`config.mk`:
```
export PLATFORM = sky130hd
export DESIGN_NAME = multicycle_ctrl
export DESIGN_NICKNAME = d
export VERILOG_FILES = /design/src/rtl/multicycle_ctrl.sv
export SDC_FILE = /design/constraint.sdc
export NUM_CORES = 1
export LEC_CHECK = 0
export ABC_AREA = 0
export CAP_MARGIN = 20
export CORE_MARGIN = 1
export CORE_UTILIZATION = 30
export CTS_CLUSTER_SIZE = 10
export DETAILED_ROUTE_END_ITERATION = 12
export SLEW_MARGIN = 20
export SYNTH_ARGS = -nofsm -noshare
export SYNTH_HDL_FRONTEND = slang
export SYNTH_SLANG_ARGS = --single-unit
export TNS_END_PERCENT = 10
```
`constraint.sdc`:
```
create_clock -name clk -period 1.7 [get_ports clk]
set_clock_uncertainty 0.05 [all_clocks]
set_input_delay 0.17 -clock clk [delete_from_list [all_inputs] [get_ports clk]]
set_output_delay 0.17 -clock clk [all_outputs]
set_load 0.05 [all_outputs]
```
`src/rtl/multicycle_ctrl.sv`:
```
// Shared types for the RV32 core plus its multi-cycle sequencer (FETCH/DECODE/EXECUTE/MEM/WB).
// Latency 2-5 cycles per instruction; stalls in FETCH/MEM with requests held until the memory responds.
package cpu_pkg;

  typedef enum logic [6:0] {
    OPCODE_LOAD     = 7'b0000011,
    OPCODE_MISC_MEM = 7'b0001111,
    OPCODE_OP_IMM   = 7'b0010011,
    OPCODE_AUIPC    = 7'b0010111,
    OPCODE_STORE    = 7'b0100011,
    OPCODE_OP       = 7'b0110011,
    OPCODE_LUI      = 7'b0110111,
    OPCODE_BRANCH   = 7'b1100011,
    OPCODE_JALR     = 7'b1100111,
    OPCODE_JAL      = 7'b1101111,
    OPCODE_SYSTEM   = 7'b1110011
  } opcode_t;

  typedef enum logic [2:0] {
    ALU_NOP,
    ALU_ADD,
    ALU_SUB,
    ALU_XOR,
    ALU_OR,
    ALU_AND
  } alu_op_t;

  typedef enum logic {SRC_A_RS1, SRC_A_PC} src_a_sel_t;
  typedef enum logic {SRC_B_RS2, SRC_B_IMM} src_b_sel_t;

  typedef struct packed {
    alu_op_t    alu_op;
    src_a_sel_t src_a_sel;
    src_b_sel_t src_b_sel;
    logic       reg_write;
  } control_signals_t;

endpackage

module multicycle_ctrl
  import cpu_pkg::*;
(
  input  logic             clk,
  input  logic             rst,
  output logic             imem_req_o,
  input  logic             imem_valid_i,
  input  logic [31:0]      imem_instr_i,
  output logic [31:0]      instr_o,
  output control_signals_t ctrl_o,
  output logic             dmem_req_o,
  output logic             dmem_we_o,
  input  logic             dmem_ready_i,
  output logic             pc_we_o,
  output logic             halted_o,
  output logic [31:0]      instret_o
);

  typedef enum logic [2:0] {
    S_FETCH,
    S_DECODE,
    S_EXECUTE,
    S_MEM,
    S_WB,
    S_HALT
  } state_t;

  localparam control_signals_t CTRL_IDLE = '{
    alu_op:    ALU_NOP,
    src_a_sel: SRC_A_RS1,
    src_b_sel: SRC_B_RS2,
    reg_write: 1'b0
  };

  state_t           state_q, state_d;
  logic [31:0]      ir_q;
  logic [31:0]      instret_q;
  control_signals_t ctrl_q;
  logic             is_mem_q, is_store_q;

  control_signals_t dec_ctrl;
  logic             dec_mem, dec_store, dec_fence, dec_illegal;
  logic [2:0]       funct3;
  logic             funct7_b5;
  alu_op_t          f3_alu;
  logic             f3_ok;
  logic             pc_we;

  assign funct3    = ir_q[14:12];
  assign funct7_b5 = ir_q[30];

  // funct3 -> ALU op mapping shared by OP and OP_IMM
  always_comb begin
    f3_alu = ALU_NOP;
    f3_ok  = 1'b1;
    case (funct3)
      3'b000:  f3_alu = ALU_ADD;
      3'b100:  f3_alu = ALU_XOR;
      3'b110:  f3_alu = ALU_OR;
      3'b111:  f3_alu = ALU_AND;
      default: f3_ok  = 1'b0;
    endcase
  end

  always_comb begin
    dec_ctrl    = CTRL_IDLE;
    dec_mem     = 1'b0;
    dec_store   = 1'b0;
    dec_fence   = 1'b0;
    dec_illegal = 1'b0;
    case (ir_q[6:0])
      OPCODE_OP: begin
        if (funct7_b5) begin
          if (funct3 == 3'b000) dec_ctrl.alu_op = ALU_SUB;
          else                  dec_illegal     = 1'b1;
        end else if (f3_ok) begin
          dec_ctrl.alu_op = f3_alu;
        end else begin
          dec_illegal = 1'b1;
        end
      end
      OPCODE_OP_IMM: begin
        dec_ctrl.src_b_sel = SRC_B_IMM;
        if (f3_ok) dec_ctrl.alu_op = f3_alu;
        else       dec_illegal     = 1'b1;
      end
      OPCODE_LOAD, OPCODE_STORE: begin
        if (funct3 == 3'b010) begin
          dec_ctrl.alu_op    = ALU_ADD;
          dec_ctrl.src_b_sel = SRC_B_IMM;
          dec_mem            = 1'b1;
          dec_store          = (ir_q[6:0] == OPCODE_STORE);
        end else begin
          dec_illegal = 1'b1;
        end
      end
      OPCODE_MISC_MEM: dec_fence   = 1'b1;
      default:         dec_illegal = 1'b1;
    endcase
  end

  always_comb begin
    state_d    = state_q;
    imem_req_o = 1'b0;
    dmem_req_o = 1'b0;
    dmem_we_o  = 1'b0;
    pc_we      = 1'b0;
    halted_o   = 1'b0;
    ctrl_o     = CTRL_IDLE;
    case (state_q)
      S_FETCH: begin
        imem_req_o = 1'b1;
        if (imem_valid_i) state_d = S_DECODE;
      end
      S_DECODE: begin
        if (dec_illegal) begin
          state_d = S_HALT;
        end else if (dec_fence) begin
          pc_we   = 1'b1;
          state_d = S_FETCH;
        end else begin
          state_d = S_EXECUTE;
        end
      end
      S_EXECUTE: begin
        ctrl_o  = ctrl_q;
        state_d = is_mem_q ? S_MEM : S_WB;
      end
      S_MEM: begin
        ctrl_o     = ctrl_q;
        dmem_req_o = 1'b1;
        dmem_we_o  = is_store_q;
        if (dmem_ready_i) begin
          pc_we   = is_store_q;
          state_d = is_store_q ? S_FETCH : S_WB;
        end
      end
      S_WB: begin
        ctrl_o           = ctrl_q;
        ctrl_o.reg_write = 1'b1;
        pc_we            = 1'b1;
        state_d          = S_FETCH;
      end
      S_HALT:  halted_o = 1'b1;
      default: state_d  = S_FETCH;
    endcase
    // Reset is synchronous, so the current state is still live in the reset cycle; mask everything.
    if (rst) begin
      imem_req_o = 1'b0;
      dmem_req_o = 1'b0;
      dmem_we_o  = 1'b0;
      pc_we      = 1'b0;
      halted_o   = 1'b0;
      ctrl_o     = CTRL_IDLE;
    end
  end

  always_ff @(posedge clk) begin
    if (rst) begin
      state_q    <= S_FETCH;
      ir_q       <= '0;
      ctrl_q     <= CTRL_IDLE;
      is_mem_q   <= 1'b0;
      is_store_q <= 1'b0;
      instret_q  <= '0;
    end else begin
      state_q <= state_d;
      if (state_q == S_FETCH && imem_valid_i) ir_q <= imem_instr_i;
      if (state_q == S_DECODE) begin
        ctrl_q     <= dec_ctrl;
        is_mem_q   <= dec_mem;
        is_store_q <= dec_store;
      end
      if (pc_we) instret_q <= instret_q + 32'd1;
    end
  end

  assign pc_we_o   = pc_we;
  assign instr_o   = ir_q;
  assign instret_o = instret_q;

endmodule
```
### After elaboration in Yosys (flattened, before gate mapping)

Index checks and enable logic that the tools add are counted.

| cells by class | value |
|---|---|
| equal/unequal tests | 16 |
| $add $sub $neg | 1 |
| reductions and logical operators | 7 |
| bitwise operators | 1 |
| muxes and demuxes | 40 |

Operators by type and width:

| operator | count |
|---|---|
| 32-bit by 1-bit adder with 32-bit output (second input constant) | 1 |
| 1-bit 2-to-1 mux | 23 |
| 3-bit 2-to-1 mux | 7 |
| 3-bit == test (second input constant) | 5 |
| 3-bit case mux with 5 select lines | 1 |
| 7-bit by 6-bit == test with 1-bit output (second input constant) | 2 |
| 3-bit case mux with 4 select lines | 1 |
| 6-bit case mux with 2 select lines | 1 |
| 3-bit by 2-bit == test with 1-bit output (second input constant) | 3 |
| 3-bit case mux with 3 select lines | 1 |
| 7-bit by 2-bit == test with 1-bit output (second input constant) | 1 |
| 7-bit by 4-bit == test with 1-bit output (second input constant) | 1 |
| 7-bit by 5-bit == test with 1-bit output (second input constant) | 1 |
| 3-bit zero test | 2 |
| 6-bit 2-to-1 mux | 1 |
| 2-bit 2-to-1 mux | 2 |
| 2-bit inequality test (second input constant) | 2 |
| 1-bit case mux with 4 select lines | 1 |
| 2-bit OR reduction | 2 |
| 4-bit OR reduction | 1 |
| 3-bit by 1-bit == test with 1-bit output (second input constant) | 1 |
| 1-bit case mux with 3 select lines | 1 |
| 3-bit AND reduction | 1 |
| 1-bit case mux with 2 select lines | 1 |
| other kinds (2) | 2 |

| storage, ports and cells | value |
|---|---|
| input port bits | 36 |
| register bits after elaboration | 73 |

### Longest topological paths before layout

Gate-level depths: netlist of run 1.

| logic depth | value |
|---|---|
| depth after elaboration | 9 |
| mapped depth | 7 |
| depth with buffers taken out | 5 |

### Worst setup path after synthesis of run 1

Ideal clock, no wire load.

| timing | value |
|---|---|
| path kind | flip-flop to output port |
| start | reg ir_q[2], in the netlist instr_o[2] |
| end | out pc_we_o |
| setup slack | -0.659 ns |
| arrival time | 2.139 ns |
| required time | 1.480 ns |
| cell stages (with the launch flop) | 5 |
| cells stage by stage | dfxtp_1 -> and4bb_2 -> nand3_2 -> clkbuf_1 -> a21oi_1 |

| on the way | value |
|---|---|
| word-level cells in the longest chain between the ends | 6 |
| elaborated cells on any way between the ends | 12 |

Ends and longest elaborated chain:

| element | line | text |
|---|---|---|
| from (decl) | 75 | `logic [31:0] ir_q;` |
| from (signal assigned) | 207 | `if (state_q == S_FETCH && imem_valid_i) ir_q <= imem_instr_i;` |
| 7-bit by 6-bit == test with 1-bit output (tied with other cells) | 110 | `case (ir_q[6:0])` |
| 2-bit OR reduction or 1-bit 2-to-1 mux (tied branches) | 110 |  |
| 1-bit case mux with 4 select lines or 1-bit 2-to-1 mux (tied branches) | 110, 157 |  |
| 1-bit 2-to-1 mux (*) | 155 | `if (dec_illegal) begin` |
| 1-bit case mux with 3 select lines (*) | 149 | `case (state_q)` |
| 1-bit 2-to-1 mux (*) | 187 | `if (rst) begin` |
| to (decl) | 53 | `output logic pc_we_o,` |

Every way passes the cells marked *; elsewhere a longest branch is shown, timed or not.

### Worst setup path after layout of run 1

| timing | value |
|---|---|
| start | reg state_q[2] |
| end | reg instret_q[23], in the netlist instret_o[23] |

| on the way | value |
|---|---|
| word-level cells in the longest chain between the ends | 3 |
| elaborated cells on any way between the ends | 5 |

Ends and longest elaborated chain:

| element | line | text |
|---|---|---|
| from (decl) | 74 | `state_t state_q, state_d;` |
| from (signal assigned) | 206 | `state_q <= state_d;` |
| 3-bit == test (tied with other cells) | 149 |  |
| 1-bit case mux with 3 select lines (*) | 149 |  |
| 1-bit 2-to-1 mux (*) | 187 |  |
| to (signal assigned) | 213 | `if (pc_we) instret_q <= instret_q + 32'd1;` |
| to (decl) | 76 | `logic [31:0] instret_q;` |

Marks and branches as above.
A chain may end at the register's enable or synchronous reset.

==> impl_metrics.tcl, run 1 <==
set metrics [dict create \
    status "finished, violations left" \
    violations "setup timing" \
    utilization_pct 52.7 \
    final_cell_mix "buf_4, nand2_1, nor2_1" \
    slowest_delay_ns 0.37 \
    yosysSeqAreaShare_pct 41.6 \
    drive_above_1_share_pct 39.3 \
    grt_pass1_vias 3393 \
    drt-total-wl_um 10500 \
    dpl.hpwl_um 7120 \
    root_buffer "clkbuf_16" \
    finalCriticalPeriod_ns 1.84 \
    first_iter_violations 106 \
    path_buf_inv 2 \
    slew_viol_final 0 \
    area_delta_synth_final_pct 71.6 \
    synth_ff_type "dfxtp_1" \
    syn_nets 456 \
    period_share_pct 108 \
    ys_ff_latch 73 \
    antenna_cells 0 \
    overflow 0 \
    grt_pass1_wl_um 15800 \
    fp.dieW_um 110 \
    syn_inst 419 \
    drc 0 \
    synth_area_um2 3510 \
    cts.clk_slew.worst_paths_ns 0.05 \
    cp.arrival_ns 2.00 \
    async_flop_share_pct 0 \
    tightest_slew_ns 0.512 \
    routed_via_density 4.81 \
    clkLatencyLatePin_ns 0.33 \
    grt_use_total_pct 16.8 \
    cts.sinks 73 \
    initial_core_util_pct 30.7 \
    routed-via-count 3516 \
    crit_path_end_kind "register" \
    synth_edf_count 0 \
    crit_family "compound AO/OA/AOI/OAI gates" \
    layout.cells.non_filler 731 \
    path_cells "nand3b_1 -> o22a_4 -> buf_6 -> buf_8 -> a2111oi_4 -> xnor2_1 -> nor2_1" \
    rsz0062_at_grt "true" \
    path_max_fanout 5 \
    ff2ff_path_depth 7 \
    layout_commonest_cell "buf_4" \
    power.density_nw_per_um2 694 \
    min_to "instret_o[21]" \
    grt_max_degree 65 \
    fp.dieH_um 110 \
    r2r-end "instret_o[23]" \
    hold_buffers 0 \
    hp-start "rst" \
    cts_made_buffers 9 \
    drtAntennaViolNets 0 \
    critPathSlowestCell "dfxtp_4" \
    setup_viol 33 \
    setup_ws_ns -0.137 \
    ys.warnings.count 0 \
    h-tree-depth 3 \
    rows 39 \
    io_buffer_count 109 \
    holdWs_ns 0.198 \
    r2r_slack_ns -0.14 \
    final_area_um2 6020 \
    r2r_start "state_q[2]" \
    hp-class "input port to register" \
    antenna_found_initial 0 \
    cts_tree "yes" \
    peakVddDrop_uv 572 \
    cellLeakagePower_uw 0.00231 \
    drt-pass1-iter-count 4 \
    placed_cell_area_um2 5250 \
    maxCapViolCount 0 \
    final_hold_viol_count 0 \
    syn_area_per_cell_um2 8.38 \
    start_kind "register" \
    placed_cells 703 \
    max_freq_mhz 544 \
    worstSetupPathType "register to register" \
    ys_types 54 \
    coreArea_um2 11400 \
    gp_congestion 0.801 \
    dieArea_um2 12100 \
    hold_depth 2 \
    wl_per_cell_um 14.3 \
    io-pin-count 111 \
    required_ns 1.86 \
    relSlewSlack_pct 65.8 \
    cts_buffer_depth 2 \
    nets 620 \
]
stage by stage:
| stage | TNS, ns | power, uW | setup WS, ns |
|---|---|---|---|
| after floorplan | -2.66 | 2190 | -0.323 |
| after global placement | -9.91 | 2470 | -0.407 |
| after detailed placement | -10.43 | 2480 | -0.426 |
| after CTS | -2.82 | 4200 | -0.165 |
| after global routing | -4.81 | 4370 | -0.195 |
| final | -2.52 | 4180 | -0.137 |
layer usage:
layer	GRT usage (%)	wire (um)	vias to the layer above	share of wire, %
li1	-	-	1777	-
met1	19.5	4440	1631	42
met2	29.4	5270	97	50
met3	5.58	654	11	6.2
met4	4.98	113	0	1.1
met5	0	0	-	0
registers in the layout, indices dropped and copies added (netlist names):
register    cells
is_store_q      1
instr_o        32
ctrl_q          4
state_q         3
instret_o      32
is_mem_q        1
area by class of cell:
type,count,area (um^2)
fill,1023,5400
multi-input combinational,307,2210
timing repair buffer,183,1760
sequential,73,1570
clock buffer,13,250
tap,143,179
inverter,9,33.8
clock inverter,3,16.3
worst max-delay path by stage:
stage	from	cells past startpoint	end	slack [ns]
floorplan	instr_o[13]	5	state_q[0]	-0.32
global placement	dmem_ready_i	7	instret_o[25]	-0.41
detailed placement	dmem_ready_i	7	instret_o[22]	-0.43
CTS	state_q[1]	6	ctrl_o[1]	-0.16
global route	instr_o[5]	8	instret_o[5]	-0.20
finish	state_q[2]	7	instret_o[23]	-0.14
kinds of logic after synthesis:
| family | Yosys count | synth area share [%] |
|---|---|---|
| mux | 1 | 0.321 |
| fa+ha+maj | 1 | 0.356 |
| buf+inv | 39 | 5.10 |
| xor+xnor | 31 | 7.74 |
| other cells | 1 | 0.107 |
| flops | 73 | 41.6 |
| simple gates | 189 | 26.0 |
| compound gates | 84 | 18.8 |
synthesized netlist by cell type, types with 2 or more instances:
cell type  instances  share of area (%)
nand2_1           81                8.7
dfxtp_1           73                 42
nor2_1            50                5.3
a21oi_1           42                6.0
xnor2_1           30                7.5
clkbuf_1          18                1.9
nand3_1           15                2.1
a2111oi_2         12                5.1
a211oi_1          10                2.1
inv_1              9               0.96
and2_1             5               0.89
and4_1             5                1.2
nor2b_1            5               0.89
nor3_1             5               0.71
buf_2              4               0.57
nand2b_1           4               0.71
a2111oi_0          3               0.75
nand4_1            3               0.53
a2111oi_4          2                1.6
a21boi_0           2               0.43
buf_1              2               0.21
buf_4              2               0.43
buf_6              2               0.64
nand3b_1           2               0.43
nand4_4            2                1.2
o21ai_0            2               0.29
o22ai_1            2               0.36
where the power goes:
group	internal, uW	switching, uW	leakage, uW
Sequential	1740	32.4	0.000618
Clock	1020	686	0.000134
Combinational	282	417	0.00156
timing repair:
action                     CTS  global route
setup buffers                1             8
hold endpoints to repair     0             0
gates resized for setup     34            49
pin swaps                    6            34
setup endpoints to repair   50            46
gates cloned                 0             3
(Power assumes the default switching activity.)
==> inputs of run 2 (changes only) <==
--- a/config.mk
+++ b/config.mk
@@ -9,8 +9,9 @@
 export CAP_MARGIN = 20
 export CORE_MARGIN = 1
 export CORE_UTILIZATION = 30
-export CTS_CLUSTER_SIZE = 10
+export CTS_CLUSTER_SIZE = 14
 export DETAILED_ROUTE_END_ITERATION = 12
+export DONT_BUFFER_PORTS = 1
 export SLEW_MARGIN = 20
 export SYNTH_ARGS = -nofsm -noshare
 export SYNTH_HDL_FRONTEND = slang
==> run 2 against run 1 <==
The flow finishes with violations (hold timing, setup timing); combinational power shrank 39%; largest cell class unchanged; highest routed layer unchanged; clock power increased by 19%; sequential cell count unchanged; global-route usage decreased by 0.95 points; critical path depth rose by 1; sequential power is 6% higher; via count shrank 8.1%; die area is the same; final cell count is 11% lower; fmax shrank 4.1%; register-to-register slack got worse by 0.08 ns; core utilization down 7.1 points.
==> impl_metrics.tcl, run 2 (synthesized netlist as in run 1, its figures left out) <==
set metrics [dict create \
    status "finished, violations left" \
    violations "hold timing, setup timing" \
    layout.cells.non_filler 654 \
    dp_slack_ns -0.176 \
    final_cell_mix "buf_4, nand2_1, nor2_1" \
    hold_depth 1 \
    power.density_nw_per_um2 833 \
    placed_cell_area_um2 4490 \
    routed_via_density 4.94 \
    initial_core_util_pct 30.7 \
    io-pin-count 111 \
    slew_viol_final 0 \
    finalCriticalPeriod_ns 1.92 \
    relSlewSlack_pct 64.9 \
    coreArea_um2 11400 \
    drt-total-wl_um 9700 \
    io_buffer_count 0 \
    routed-via-count 3230 \
    tightest_slew_ns 0.526 \
    drive_above_1_share_pct 39.9 \
    cts_tree "yes" \
    crit_path_end_kind "register" \
    wl_per_cell_um 14.8 \
    root_buffer "clkbuf_16" \
    holdWs_ns -0.157 \
    min_to "instr_o[0]" \
    r2r_start "state_q[2]" \
    grt_max_degree 81 \
    clkLatencyLatePin_ns 0.35 \
    period_share_pct 113 \
    dpl.hpwl_um 6380 \
    antenna_cells 0 \
    cts.clk_slew.worst_paths_ns 0.06 \
    gp_congestion 0.805 \
    start_kind "register" \
    fp.dieW_um 110 \
    cp.arrival_ns 2.10 \
    peakVddDrop_uv 584 \
    placed_cells 627 \
    nets 543 \
    cts.sinks 73 \
    first_iter_violations 126 \
    h-tree-depth 3 \
    grt_use_total_pct 15.9 \
    r2r-end "instret_o[17]" \
    cts_made_buffers 9 \
    cts_buffer_depth 2 \
    grt_pass1_vias 3071 \
    path_max_fanout 6 \
    final_area_um2 5200 \
    cellLeakagePower_uw 0.00181 \
    required_ns 1.88 \
    hp-class "input port to register" \
    drc 0 \
    ff2ff_path_depth 8 \
    antenna_found_initial 0 \
    r2r_slack_ns -0.22 \
    worstSetupPathType "register to register" \
    fp.dieH_um 110 \
    rsz0062_at_grt "true" \
    setup_viol 34 \
    area_delta_synth_final_pct 48.3 \
    drtAntennaViolNets 0 \
    drt-pass1-iter-count 4 \
    hold_buffers 1 \
    rows 39 \
    layout_commonest_cell "buf_4" \
    hp-start "rst" \
    maxCapViolCount 0 \
    grt_pass1_wl_um 14500 \
    dieArea_um2 12100 \
    overflow 0 \
    max_freq_mhz 522 \
    setup_ws_ns -0.216 \
    final_hold_viol_count 71 \
]
## run 2: per-stage QoR
stage | util, % | hold slack, ns | power [uW] | setup TNS [ns]
finish | 45.6 | -0.157 | 4330 | -3.27
global route | 45.6 | -0.178 | 4500 | -6.13
CTS | 43.9 | -0.178 | 4380 | -3.28
detailed placement | 39.3 | 0.193 | 2290 | -2.51
global placement | 39.3 | 0.194 | 2280 | -2.28
floorplan | - | 0.246 | 2190 | -2.66
## run 2: how the worst max path moves through the flow
stage	start	end
CTS	state_q[2]	pc_we_o
floorplan	instr_o[13]	state_q[0]
finish	state_q[2]	instret_o[17]
global route	state_q[2]	instret_o[17]
detailed placement	state_q[2]	instret_o[10]
global placement	state_q[1]	instret_o[10]
## run 2: worst max-delay path, stage by stage, from the launching register on
cell       delay [ns]
dfxtp_4          0.36
nand3b_1         0.17
o22a_1           0.21
buf_12           0.15
buf_8            0.12
buf_8            0.13
a2111oi_4        0.39
xnor2_1          0.17
nor2_1           0.06
## run 2: timing repair
action	4_1_cts	5_1_grt
gates resized for setup	37	25
endpoints found under the hold margin	72	71
setup buffers	4	6
endpoints found under the setup margin	30	40
pin swaps	6	11
## run 2: power breakdown
part	internal [uW]	leakage, uW	total [uW]	switching [uW]
Sequential	1740	0.000617	1870	131
Combinational	164	0.00104	425	261
Clock	1320	0.000152	2040	723
Total	3220	0.00181	4330	1120
## run 2: final cells by class
class / count / area (um^2)
Multi-Input combinational cell: 307 / 2170
Tap cell: 143 / 179
Inverter: 9 / 33.8
Clock inverter: 4 / 67.6
Timing Repair Buffer: 106 / 947
Clock buffer: 12 / 246
Fill cell: 1069 / 6210
Sequential cell: 73 / 1560
## run 2: metal layers
layer  GRT usage, %  vias to the layer above  share of wire, %  wire, um
li1               -                     1610                 -         -
met1           17.9                     1499                43      4130
met2           26.3                      104                48      4670
met3           6.11                       17               7.3       711
met4           7.71                        0               1.9       187
met5              0                        -                 0         0
==> inputs of run 3 (changes only) <==
--- a/config.mk
+++ b/config.mk
@@ -8,10 +8,11 @@
 export ABC_AREA = 0
 export CAP_MARGIN = 20
 export CORE_MARGIN = 1
-export CORE_UTILIZATION = 30
+export CORE_UTILIZATION = 57
 export CTS_CLUSTER_SIZE = 14
 export DETAILED_ROUTE_END_ITERATION = 12
 export DONT_BUFFER_PORTS = 1
+export PLACE_DENSITY = 0.75
 export SLEW_MARGIN = 20
 export SYNTH_ARGS = -nofsm -noshare
 export SYNTH_HDL_FRONTEND = slang
==> run 3 against run 2 <==
Count of clock-buffer cells in the layout decreased by 3; combinational power increased by 8.9%; the flow still finishes with violations (hold timing, setup timing); design area decreased by 1.0%.
==> impl_metrics.tcl, run 3 (synthesized netlist as in run 1, its figures left out) <==
set metrics [dict create \
    required_ns 1.89 \
    final_hold_viol_count 71 \
    r2r_slack_ns -0.37 \
    overflow 0 \
    slew_viol_final 0 \
    critPathSlowestCell "a2111oi_2" \
    grt_pass1_wl_um 17400 \
    cts_made_buffers 9 \
    antenna_found_initial 0 \
    r2r_start "state_q[2]" \
    cts.clk_slew.worst_paths_ns 0.09 \
    hp-start "rst" \
    drt-pass1-iter-count 5 \
    violations "hold timing, setup timing" \
    slowest_delay_ns 0.41 \
    cts.sinks 73 \
    clkLatencyLatePin_ns 0.36 \
    crit_path_end_kind "register" \
    drive_above_1_share_pct 43.1 \
    io_buffer_count 0 \
    cellLeakagePower_uw 0.00180 \
    coreArea_um2 5920 \
    maxCapViolCount 0 \
    hp-class "input port to register" \
    final_area_um2 5150 \
    routed-via-count 3720 \
    nets 545 \
    fp.dieH_um 80.5 \
    finalCriticalPeriod_ns 2.07 \
    rows 28 \
    rsz0062_at_grt "true" \
    h-tree-depth 3 \
    hold_buffers 2 \
    r2r-end "instret_o[15]" \
    grt_pass1_vias 3551 \
    wl_per_cell_um 21.7 \
    path_buf_inv 2 \
    period_share_pct 121 \
    relSlewSlack_pct 64.6 \
    max_freq_mhz 484 \
    path_cells "nand3b_1 -> o22a_4 -> buf_4 -> a2111oi_2 -> buf_4 -> xnor2_1 -> nor2_1" \
    ff2ff_path_depth 7 \
    dpl.hpwl_um 6150 \
    root_buffer "clkbuf_8" \
    gp_congestion 0.807 \
    grt_use_total_pct 35.7 \
    grt_max_degree 81 \
    tightest_slew_ns 0.531 \
    drc 0 \
    cp.arrival_ns 2.25 \
    initial_core_util_pct 59.3 \
    fp.dieW_um 80.5 \
    crit_family "compound AO/OA/AOI/OAI gates" \
    dieArea_um2 6470 \
    power.density_nw_per_um2 703 \
    cp.depth 7 \
    placed_cell_area_um2 4370 \
    setup_viol 42 \
    area_delta_synth_final_pct 46.8 \
    io-pin-count 111 \
    worstSetupPathType "register to register" \
    peakVddDrop_uv 809 \
    dp_slack_ns -0.242 \
    status "finished, violations left" \
    hold_depth 1 \
    drt-total-wl_um 12700 \
    setup_ws_ns -0.365 \
    min_to "instr_o[23]" \
    cts_buffer_depth 2 \
    first_iter_violations 411 \
    cts_tree "yes" \
    start_kind "register" \
    path_max_fanout 5 \
    holdWs_ns -0.175 \
    antenna_cells 0 \
    layout_commonest_cell "buf_4" \
    drtAntennaViolNets 0 \
    routed_via_density 6.33 \
    final_cell_mix "buf_4, nand2_1, nor2_1" \
    cp_common_cell "buf_4" \
]
-- run 3: changes by cell type in the layout (fill, tap and decap cells not counted), moves of 3 or more --
cell,previous run,this run
buf_6,5,9
clkbuf_16,9,0
clkbuf_8,1,9
inv_6,0,3
buf_4,88,82
-- run 3: layer usage --
metal / part of all wire (%) / wire length, um / GRT usage (%) / up-vias
met5: 0 / 0 / 0 / -
met4: 5.3 / 678 / 24.5 / 0
met3: 9.9 / 1260 / 8.98 / 85
met2: 49 / 6310 / 58.9 / 291
met1: 35 / 4510 / 40.1 / 1718
li1: - / - / - / 1626
-- run 3: worst reg2reg max path, delay by kind of cell (launching register included) --
| family | cells | cell delay, ns |
|---|---|---|
| compound gates | 2 | 0.69 |
| buf+inv | 2 | 0.36 |
| flops | 1 | 0.39 |
| xor+xnor | 1 | 0.13 |
| simple gates | 2 | 0.33 |
-- run 3: area by class of cell --
class / count / area [um^2]
timing repair buffer: 107 / 1010
sequential: 73 / 1570
clock inverter: 7 / 48.8
inverter: 9 / 33.8
clock buffer: 9 / 124
fill: 289 / 769
tap: 75 / 93.8
multi-input combinational: 308 / 2270
-- run 3: worst max-delay path by stage --
stage	end	slack (ns)	startpoint
3_3_place_gp	instret_o[10]	-0.18	instr_o[4]
2_1_floorplan	state_q[0]	-0.32	instr_o[13]
6_report	instret_o[15]	-0.37	state_q[2]
3_5_place_dp	instret_o[10]	-0.24	state_q[0]
5_1_grt	instret_o[10]	-0.37	instret_o[4]
4_1_cts	pc_we_o	-0.18	state_q[2]
-- run 3: report_power, final --
group / switching, uW / leakage [uW] / internal (uW)
combinational: 286 / 0.00109 / 177
sequential: 147 / 0.000618 / 1740
clock: 735 / 0.0000950 / 542
total: 1170 / 0.00180 / 2450
-- run 3: stage by stage --
step	total power (uW)	setup TNS [ns]	instances	hold slack (ns)	util (%)
detailed placement	2280	-2.40	556	0.192	73.8
global route	3730	-9.21	588	-0.196	87.0
finish	3620	-7.66	588	-0.175	87.0
global placement	2270	-1.15	556	0.188	73.8
CTS	3550	-3.46	587	-0.190	83.5
floorplan	2190	-2.66	419	0.246	-
-- run 3: what timing repair did --
item	4_1_cts	5_1_grt
endpoints found under the setup margin	34	46
setup buffers	11	1
pin swaps	21	18
endpoints found under the hold margin	73	71
gates resized for setup	49	39
cloned	2	0
